### config.mk
export PLATFORM = sky130hd
export DESIGN_NAME = lht_updater
export DESIGN_NICKNAME = d
export VERILOG_FILES = /design/src/rtl/core_types_pkg.sv /design/src/rtl/lht_upd_youngest_match.sv /design/src/rtl/lht_updater.sv
export SDC_FILE = /design/constraint.sdc
export NUM_CORES = 1
export LEC_CHECK = 0
export BUFFER_PORTS_ARGS = -buffer_cell sky130_fd_sc_hd__clkbuf_2
export CORE_MARGIN = 10
export CORE_UTILIZATION = 25
export DETAILED_ROUTE_END_ITERATION = 7
export HOLD_SLACK_MARGIN = 0.02
export REMOVE_ABC_BUFFERS = 1
export SLEW_MARGIN = 20
export SYNTH_ARGS = -nofsm -noshare
export SYNTH_HDL_FRONTEND = slang
export SYNTH_HIERARCHICAL = 1
export SYNTH_SLANG_ARGS = --single-unit
### constraint.sdc
create_clock -name CLK -period 4.5 [get_ports CLK]
set_clock_uncertainty 0.1 [all_clocks]
set_input_delay 0 -clock CLK [delete_from_list [all_inputs] [get_ports CLK]]
set_output_delay 0 -clock CLK [all_outputs]
set_load 0.005 [all_outputs]
### src/rtl/core_types_pkg.sv
// Shared core types: local-history geometry and the LHT update buffer entry.
package core_types_pkg;

  localparam int LH_LENGTH              = 8;
  localparam int ASID_WIDTH             = 9;
  localparam int LHT_UPDATER_FIFO_DEPTH = 4;

  typedef struct packed {
    logic [31:0]           full_PC;
    logic [ASID_WIDTH-1:0] ASID;
    logic [LH_LENGTH-1:0]  lh;
  } lht_update_entry_t;

endpackage

### src/rtl/lht_upd_youngest_match.sv
// Picks the youngest matching FIFO slot: walks the ring from head (oldest) forward so the last hit wins.
module lht_upd_youngest_match #(
  parameter int FIFO_DEPTH = 4
) (
  input  logic [FIFO_DEPTH-1:0]         match_vec,
  input  logic [$clog2(FIFO_DEPTH)-1:0] head,
  output logic [FIFO_DEPTH-1:0]         youngest
);

  localparam int PTR_W = $clog2(FIFO_DEPTH);

  always_comb begin
    logic [PTR_W-1:0] idx;
    // NOTE: every output gets a default before any conditional write, otherwise a latch is inferred.
    youngest = '0;
    idx      = head;
    for (int i = 0; i < FIFO_DEPTH; i++) begin
      idx = head + PTR_W'(i);
      if (match_vec[idx]) begin
        youngest      = '0;
        youngest[idx] = 1'b1;
      end
    end
  end

endmodule

### src/rtl/lht_updater.sv
// LHT write-side producer: buffers branch resolutions, chains same-branch histories, drives update0.
module lht_updater
  import core_types_pkg::*;
#(
  parameter int FIFO_DEPTH = LHT_UPDATER_FIFO_DEPTH
) (
  input  logic                  CLK,
  input  logic                  nRST,
  input  logic                  resolve_valid,
  output logic                  resolve_ready,
  input  logic [31:0]           resolve_full_PC,
  input  logic [ASID_WIDTH-1:0] resolve_ASID,
  input  logic [LH_LENGTH-1:0]  resolve_lh_snapshot,
  input  logic                  resolve_taken,
  input  logic                  update0_stall,
  output logic                  update0_valid,
  output logic [31:0]           update0_start_full_PC,
  output logic [ASID_WIDTH-1:0] update0_ASID,
  output logic [LH_LENGTH-1:0]  update0_lh
);

  localparam int PTR_W = $clog2(FIFO_DEPTH);
  localparam int CNT_W = PTR_W + 1;

  if (FIFO_DEPTH < 2 || (FIFO_DEPTH & (FIFO_DEPTH - 1)) != 0) begin : g_bad_depth
    $error("lht_updater: FIFO_DEPTH must be a power of 2 and >= 2");
  end
  if (LH_LENGTH < 2 || (LH_LENGTH % 8) != 0) begin : g_bad_lh
    $error("lht_updater: LH_LENGTH must be a multiple of 8");
  end

  lht_update_entry_t     fifo_q [FIFO_DEPTH];
  logic [PTR_W-1:0]      head_q, tail_q;
  logic [CNT_W-1:0]      count_q;
  logic                  last_wr_valid_q;
  logic [31:1]           last_wr_pc_q;
  logic [ASID_WIDTH-1:0] last_wr_asid_q;
  logic [LH_LENGTH-1:0]  last_wr_lh_q;

  logic                  not_empty, enq, deq;
  logic [FIFO_DEPTH-1:0] match_vec, youngest;
  logic [LH_LENGTH-1:0]  base, lh_new;
  lht_update_entry_t     head_entry;

  assign not_empty     = count_q != '0;
  assign resolve_ready = count_q != CNT_W'(FIFO_DEPTH);
  assign enq           = resolve_valid & resolve_ready;
  assign deq           = not_empty & ~update0_stall;

  // A slot is live when its distance from head is below count; the dequeuing head still counts.
  always_comb begin
    logic [PTR_W-1:0] age;
    match_vec = '0;
    age       = '0;
    for (int i = 0; i < FIFO_DEPTH; i++) begin
      age = PTR_W'(i) - head_q;
      if (CNT_W'(age) < count_q &&
          fifo_q[i].full_PC[31:1] == resolve_full_PC[31:1] &&
          fifo_q[i].ASID == resolve_ASID)
        match_vec[i] = 1'b1;
    end
  end

  lht_upd_youngest_match #(.FIFO_DEPTH(FIFO_DEPTH)) u_youngest (
    .match_vec (match_vec),
    .head      (head_q),
    .youngest  (youngest)
  );

  always_comb begin
    logic [LH_LENGTH-1:0] fifo_base;
    fifo_base = '0;
    for (int i = 0; i < FIFO_DEPTH; i++)
      if (youngest[i]) fifo_base = fifo_base | fifo_q[i].lh;
    // Last write covers the cycle where the LHT has not yet absorbed the previous update.
    if (|youngest)
      base = fifo_base;
    else if (last_wr_valid_q && last_wr_pc_q == resolve_full_PC[31:1] && last_wr_asid_q == resolve_ASID)
      base = last_wr_lh_q;
    else
      base = resolve_lh_snapshot;
  end

  assign lh_new = {base[LH_LENGTH-2:0], resolve_taken};

  // NOTE: sequential state uses non-blocking assignments so every flop samples pre-edge values.
  always_ff @(posedge CLK or negedge nRST) begin
    if (!nRST) begin
      head_q  <= '0;
      tail_q  <= '0;
      count_q <= '0;
    end else begin
      if (enq) tail_q <= tail_q + 1'b1;
      if (deq) head_q <= head_q + 1'b1;
      case ({enq, deq})
        2'b10:   count_q <= count_q + CNT_W'(1);
        2'b01:   count_q <= count_q - CNT_W'(1);
        default: count_q <= count_q;
      endcase
    end
  end

  // NOTE: the payload array is not reset; count gates every read, so stale slots are never observed.
  always_ff @(posedge CLK) begin
    if (enq) fifo_q[tail_q] <= '{full_PC: resolve_full_PC, ASID: resolve_ASID, lh: lh_new};
  end

  always_ff @(posedge CLK or negedge nRST) begin
    if (!nRST) begin
      last_wr_valid_q <= 1'b0;
      last_wr_pc_q    <= '0;
      last_wr_asid_q  <= '0;
      last_wr_lh_q    <= '0;
    end else if (deq) begin
      last_wr_valid_q <= 1'b1;
      last_wr_pc_q    <= head_entry.full_PC[31:1];
      last_wr_asid_q  <= head_entry.ASID;
      last_wr_lh_q    <= head_entry.lh;
    end
  end

  assign head_entry            = fifo_q[head_q];
  assign update0_valid         = deq;
  assign update0_start_full_PC = not_empty ? head_entry.full_PC : '0;
  assign update0_ASID          = not_empty ? head_entry.ASID    : '0;
  assign update0_lh            = not_empty ? head_entry.lh      : '0;

endmodule
### Yosys cells after proc, flatten, opt, wreduce, memory -nomap -nowiden

Memories as Yosys holds them, arrays and structs flattened.
Cells that the tools add are included.

| storage, ports and cells | value |
|---|---|
| bits in registers | 55 |
| bits in latches | 0 |
| memory bits (writable) | 196 |
| bits in read-only memories | 0 |
| input port bits | 54 |
| output and inout port bits | 51 |
| word-level logic and storage cells | 102 |
| memories kept | 1 |

| cells by class | value |
|---|---|
| add/subtract/negate cells | 10 |
| multiply operators | 0 |
| div/mod/pow operators | 0 |
| order comparisons | 12 |
| eq/ne operators | 13 |
| shift operators | 0 |
| multiplexer cells | 36 |
| bitwise logic cells | 6 |
| reductions and logical operators | 17 |

Memories:

| name | words | bits a word | rd ports | clocked after Yosys merged registers in | wr ports | RTL line | text |
|---|---|---|---|---|---|---|---|
| fifo_q | 4 | 49 | 5 | 0 | 1 | lht_updater.sv:32 | `lht_update_entry_t fifo_q [FIFO_DEPTH];` |

Operator list:

| operator | number |
|---|---|
| $eq A31 B31 Y1 | 5 |
| $eq A9 B9 Y1 | 5 |
| $mux W7 | 6 |
| $mux W32 | 1 |
| $or A7 B7 Y7 | 3 |
| $mux W4 | 4 |
| $logic_and A1 B1 Y1 | 14 |
| $mux W1 | 14 |
| $lt A2 B3 Y1 | 4 |
| $lt A2 B3 Y1 const B | 4 |
| $mux W9 | 1 |
| $bmux W1 S2 | 4 |
| $demux W1 S2 | 4 |
| $ge A2 B1 Y1 const B | 4 |
| $mux W8 | 1 |
| $pmux W3 S2 | 1 |
| $add A2 B1 Y2 const B | 2 |
| $add A2 B2 Y2 const B | 2 |
| $reduce_or A4 Y1 | 1 |
| $sub A1 B2 Y2 const A | 2 |
| $sub A2 B2 Y2 const A | 2 |
| $add A3 B1 Y3 const B | 1 |
| $ne A3 B3 Y1 const B | 1 |
| $reduce_bool A3 Y1 | 1 |
| 6 further kinds | 7 |

### Longest topological paths before layout

| logic depth | value |
|---|---|
| depth in word-level cells | 19 |
| mapped depth | 19 |
| depth with buffers taken out | 14 |

### Modules after synthesis

The synthesis kept the hierarchy.

Modules (own cells, without submodules):

| module | instances | cells each | area each (µm²) | seq. area each (µm²) |
|---|---|---|---|---|
| lht_updater | 1 | 853 | 12376.9 | 7262.0 |
| lht_upd_youngest_match | 1 | 44 | 390.4 | 0.0 |

### Worst setup path before layout

No wires, ideal clock.

| timing | value |
|---|---|
| path type | flip-flop to flip-flop |
| start point | register head_q[1] |
| end point | memory fifo_q[0][1] (netlist name) (data pin) |
| library setup time | 0.277 ns |
| data arrival time | 4.218 ns |
| data required time | 4.123 ns |
| slack | -0.094 ns |
| cell stages (with the launch flop) | 19 |
| buffers on the path | 5 |
| clock period less this slack | 4.594 ns |
| cells stage by stage | dfrtp_1 -> clkbuf_1 -> clkbuf_1 -> xor2_1 -> inv_1 -> ha_1 -> a21oi_1 -> o211ai_1 -> nor3_1 -> mux4_2 -> clkinv_1 -> a211oi_2 -> o31ai_2 -> clkbuf_1 -> or4_1 -> clkbuf_1 -> clkbuf_1 -> a41oi_1 -> a21oi_1 |

| between the ends | value |
|---|---|
| longest elaborated chain between the ends | 19 |
| elaborated cells between the ends (all ways) | 64 |
| those cells by class | add/sub (7); order compare (12); mux (29); bitwise (3); reduce/logical (13) |

Ends and longest elaborated chain:

| what | RTL line | text |
|---|---|---|
| from (decl) | lht_updater.sv:33 | `logic [PTR_W-1:0] head_q, tail_q;` |
| from (signal assigned) | lht_updater.sv:94 | `if (deq) head_q <= head_q + 1'b1;` |
| $sub A2 B2 Y2 * | lht_updater.sv:56 | `age = PTR_W'(i) - head_q;` |
| $lt A2 B3 Y1 * | lht_updater.sv:57 | `if (CNT_W'(age) < count_q &&` |
| $logic_and A1 B1 Y1 * | lht_updater.sv:57 |  |
| $logic_and A1 B1 Y1 * | lht_updater.sv:58 | `fifo_q[i].full_PC[31:1] == resolve_full_PC[31:1] &&` |
| $mux W1 * | lht_updater.sv:57 |  |
| via match_vec[2] | lht_updater.sv:41 | `logic [FIFO_DEPTH-1:0] match_vec, youngest;` |
| $bmux W1 S2 | lht_upd_youngest_match.sv:19 | `if (match_vec[idx]) begin` |
| $mux W1 (implied by the code) | lht_upd_youngest_match.sv:19 |  |
| (+4 left out) | n/a |  |
| via youngest[0] | lht_updater.sv:41 |  |
| (+1 left out) | n/a |  |
| $or A7 B7 Y7 | lht_updater.sv:74 | `if (youngest[i]) fifo_base = fifo_base \| fifo_q[i].lh;` |
| $mux W7 | lht_updater.sv:74 |  |
| $or A7 B7 Y7 | lht_updater.sv:74 |  |
| $mux W7 | lht_updater.sv:74 |  |
| $or A7 B7 Y7 | lht_updater.sv:74 |  |
| $mux W7 | lht_updater.sv:74 |  |
| $mux W7 * | lht_updater.sv:76 | `if (\|youngest)` |
| via base[0] | lht_updater.sv:42 | `logic [LH_LENGTH-1:0] base, lh_new;` |
| to (decl) | lht_updater.sv:32 |  |

The timed path passes the listed nets; every way through them passes the cells marked *. The select of a mux whose other input is x is not followed.

==> results_dict.tcl <==
set metrics [dict create \
    outcome "complete, no violations" \
    max-cap-violations 0 \
    dpl-instance-area_um2 13990 \
    final_antenna_net_count 0 \
    number_of_antenna_violations_at_the_first_check_in_global_routing 3 \
    pd_cells_nw_per_um2 605.1 \
    detail_route.wirelength_um 38540 \
    via_per_inst 4.596 \
    setup.worst_path.start_class "flip-flop" \
    synth_cell_type_count 43 \
    hpwlAfterDp_um 27760 \
    design.core.area_um2 50380 \
    crit_slowest_cell "sky130_fd_sc_hd__or4_1" \
    detail_route.wl_per_cell_um 22.34 \
    top_level_ports 105 \
    cp_cell_sequence "xor2_1, nor4_1, o211ai_1, nor3_2, mux4_2, clkinv_1, a211oi_2, o31ai_2, or4_1, a41oi_1, a21oi_1" \
    postSynthAreaPerCell_um2 14.23 \
    via_count_of_the_routed_design 7928 \
    pre_cts_ws_ns 0.1315 \
    hold_class "in -> reg" \
    number_of_warnings_issued_by_yosys 6 \
    holdPathStages 2 \
    clock-root-buffer "sky130_fd_sc_hd__clkbuf_16" \
    net-switching-power_mw 3.250 \
    finalSetupViolCount 0 \
    p_int_mw 6.122 \
    gp_routability_congestion 0.8667 \
    cts_made_buffers 28 \
    rsz_0062_raised_after_global_routing "no" \
    asyncSetResetFlopFracSynth_pct 21.91 \
    drt_iter0_markers 621 \
    post_route_cells_drive_above_1_share_pct 25.86 \
    timing_hold_violations_final 0 \
    fillcell_total 4990 \
    fin_crit_sh_pct 96.70 \
    htree_num_levels 1 \
    finalNetCount 1100 \
    critPathKind "reg -> reg" \
    synth.cell_area_um2 12770 \
    register_area_um2 7267 \
    drcViolationCount 0 \
    first_global_vias 8317 \
    synth_cells 897 \
    clk_pin_slew_ns 0.06 \
    power.static_leakage_nw 5.548 \
    grt.total_usage_pct 12.44 \
    floorplan.initialDensity_pct 25.34 \
    hold_path.startpoint "resolve_taken" \
    layout.cells.most_common_list "196 x sky130_fd_sc_hd__edfxtp_1, 180 x sky130_fd_sc_hd__xor2_1, 102 x sky130_fd_sc_hd__clkbuf_2" \
    clock_tree_from_tritoncts "yes" \
    post-layout-total-power_mw 9.372 \
    switching_share_pct 34.68 \
    slew_headroom_pct 40.44 \
    worst-path-max-fanout 14 \
    grt_pass1_wl_um 56860 \
    slew_violations 0 \
    r2r_start "fifo_q[0][29]" \
    chipWidth_um 246.0 \
    cts_buffer_depth 3 \
    dr.pass1.iters 5 \
    r2r.worst_path.cells 11 \
    placementRows 82 \
    clock_power_share_pct 24.9 \
    most_common_flop_cell_mapped_by_yosys "sky130_fd_sc_hd__edfxtp_1" \
    final.setup.worst_slack_ns 0.1486 \
    fmaxAchievable_mhz 229.8 \
    die-area_um2 60510 \
    overflow 0 \
    arrival_ns 4.51 \
    port-buffer-count 103 \
    final.min_clock_period_ns 4.351 \
    layout.cells.most_common "sky130_fd_sc_hd__edfxtp_1" \
    worstPathRequired_ns 4.66 \
    multi_input_area_um2 5147 \
    final.hold.worst_slack_ns 0.1532 \
    worstSkewPairLatency_ns 0.56 \
    combPwrFrac_pct 37.6 \
    crit_path_start "fifo_q[0][29]" \
    dp.cells 1618 \
    fin_cells 1725 \
    areaGrowthSynthToFinish_pct 21.32 \
    chipHeight_um 246.0 \
    clock_sink_count 251 \
    end_kind "flip-flop" \
    cts_post_setup_buffers_inserted 0 \
    power.ir.vdd_worst_uv 250.8 \
    seq_area_frac_synth_pct 56.88 \
    largest_net_degree_at_the_start_of_global_routing 50 \
    synth-edff-count 196 \
    synth_seq_cells 251 \
    final_area_um2 15490 \
    cpPeakStageDelay_ns 0.81 \
    max_slew.worst_pin.slew_ns 0.8934 \
    power_frac_seq_pct 37.5 \
]
layer usage:
layer / part of all wire (%) / GRT usage, % / wire [um] / up-vias
li1: - / - / - / 3573
met1: 44 / 17.02 / 17110 / 4054
met2: 48 / 20.54 / 18550 / 251
met3: 6.0 / 2.013 / 2314 / 46
met4: 1.4 / 2.196 / 533 / 4
met5: 0.086 / 0 / 33 / -
synthesized netlist by cell type, types with 3 or more instances:
master,n,area share [%]
sky130_fd_sc_hd__a21oi_1,11,0.43
sky130_fd_sc_hd__a221oi_1,7,0.48
sky130_fd_sc_hd__a22oi_1,7,0.41
sky130_fd_sc_hd__a31oi_1,3,0.15
sky130_fd_sc_hd__a41oi_1,7,0.48
sky130_fd_sc_hd__and3_1,4,0.20
sky130_fd_sc_hd__buf_1,3,0.088
sky130_fd_sc_hd__buf_2,19,0.74
sky130_fd_sc_hd__clkbuf_1,51,1.5
sky130_fd_sc_hd__dfrtp_1,55,11
sky130_fd_sc_hd__edfxtp_1,196,46
sky130_fd_sc_hd__ha_1,15,1.5
sky130_fd_sc_hd__inv_1,18,0.53
sky130_fd_sc_hd__mux2_2,40,3.5
sky130_fd_sc_hd__mux2i_1,4,0.31
sky130_fd_sc_hd__mux4_2,53,9.3
sky130_fd_sc_hd__nand2_1,28,0.82
sky130_fd_sc_hd__nand2b_1,3,0.15
sky130_fd_sc_hd__nand4_1,14,0.69
sky130_fd_sc_hd__nor2_1,12,0.35
sky130_fd_sc_hd__nor2b_1,50,2.5
sky130_fd_sc_hd__nor3_1,5,0.20
sky130_fd_sc_hd__nor4_1,44,2.2
sky130_fd_sc_hd__o211ai_1,4,0.24
sky130_fd_sc_hd__o21ai_0,9,0.35
sky130_fd_sc_hd__o22ai_1,5,0.25
sky130_fd_sc_hd__o31ai_1,7,0.41
sky130_fd_sc_hd__xnor2_1,27,1.9
sky130_fd_sc_hd__xor2_1,180,12
metrics by stage:
| step | util [%] | setup TNS (ns) |
|---|---|---|
| 2_1_floorplan | - | -120.07 |
| 3_3_place_gp | 27.77 | 0 |
| 3_5_place_dp | 27.77 | 0 |
| 4_1_cts | 30.72 | 0 |
| 5_1_grt | 30.75 | 0 |
| 6_report | 30.75 | 0 |
power by group through the flow:
stage	logic (mW)	registers [mW]	clock network, mW
finish	3.53	3.52	2.33
global route	3.89	3.58	2.46
CTS	3.65	3.52	2.36
detailed placement	3.58	3.56	0
global placement	3.57	3.53	0
floorplan	2.01	3.65	0
path summary, 6_finish.rpt:
check,to,slack (ns)
min in group asynchronous,last_wr_pc_q[30],0.42
hold / removal,fifo_q[2][0],0.15
setup reg to reg,fifo_q[2][4],0.15
setup / recovery,fifo_q[2][4],0.15
hold reg to reg,last_wr_valid_q,0.38
max in group asynchronous,head_q[0],3.27
sequential cells by signal, summed over array words and instances, names as in the netlist:
name,flops
last_wr_lh_q,7
count_q,3
last_wr_pc_q,31
last_wr_valid_q,1
last_wr_asid_q,9
tail_q,2
head_q,2
fifo_q,196
cell families after synthesis:
kind of cell               share of synthesized area [%]
xor gates and xnor gates                           14.20
DFF                                                56.88
and+or+nand+nor                                    7.732
muxes                                              13.19
adders and majority gates                          1.627
AOI/OAI and AO/OA                                  3.391
buffers and inverters                              2.979
repair_timing:
| action | in CTS | in global routing |
|---|---|---|
| setup endpoints to repair | 0 | 28 |
| hold buffers | 54 | 0 |
| hold endpoints to repair | 238 | 0 |
| resized for setup | 0 | 2 |
critical path: cells and delay by family, from the launching register on:
family	cells	cell delay (ns)
muxes	1	0.41
and+or+nand+nor	3	1.87
AOI/OAI and AO/OA	5	0.99
DFF	1	0.40
buffers and inverters	1	0.12
xor gates and xnor gates	1	0.16
area by class of cell:
type,instances,share of cell area (%)
sequential,251,46.92
timing repair buffer,177,7.876
tap,672,5.429
clock inverter,9,0.8563
multi-input combinational,553,33.23
antenna,1,0.01616
inverter,19,0.4605
clock buffer,43,5.210
Note: power is estimated with default switching activity, not from simulation.
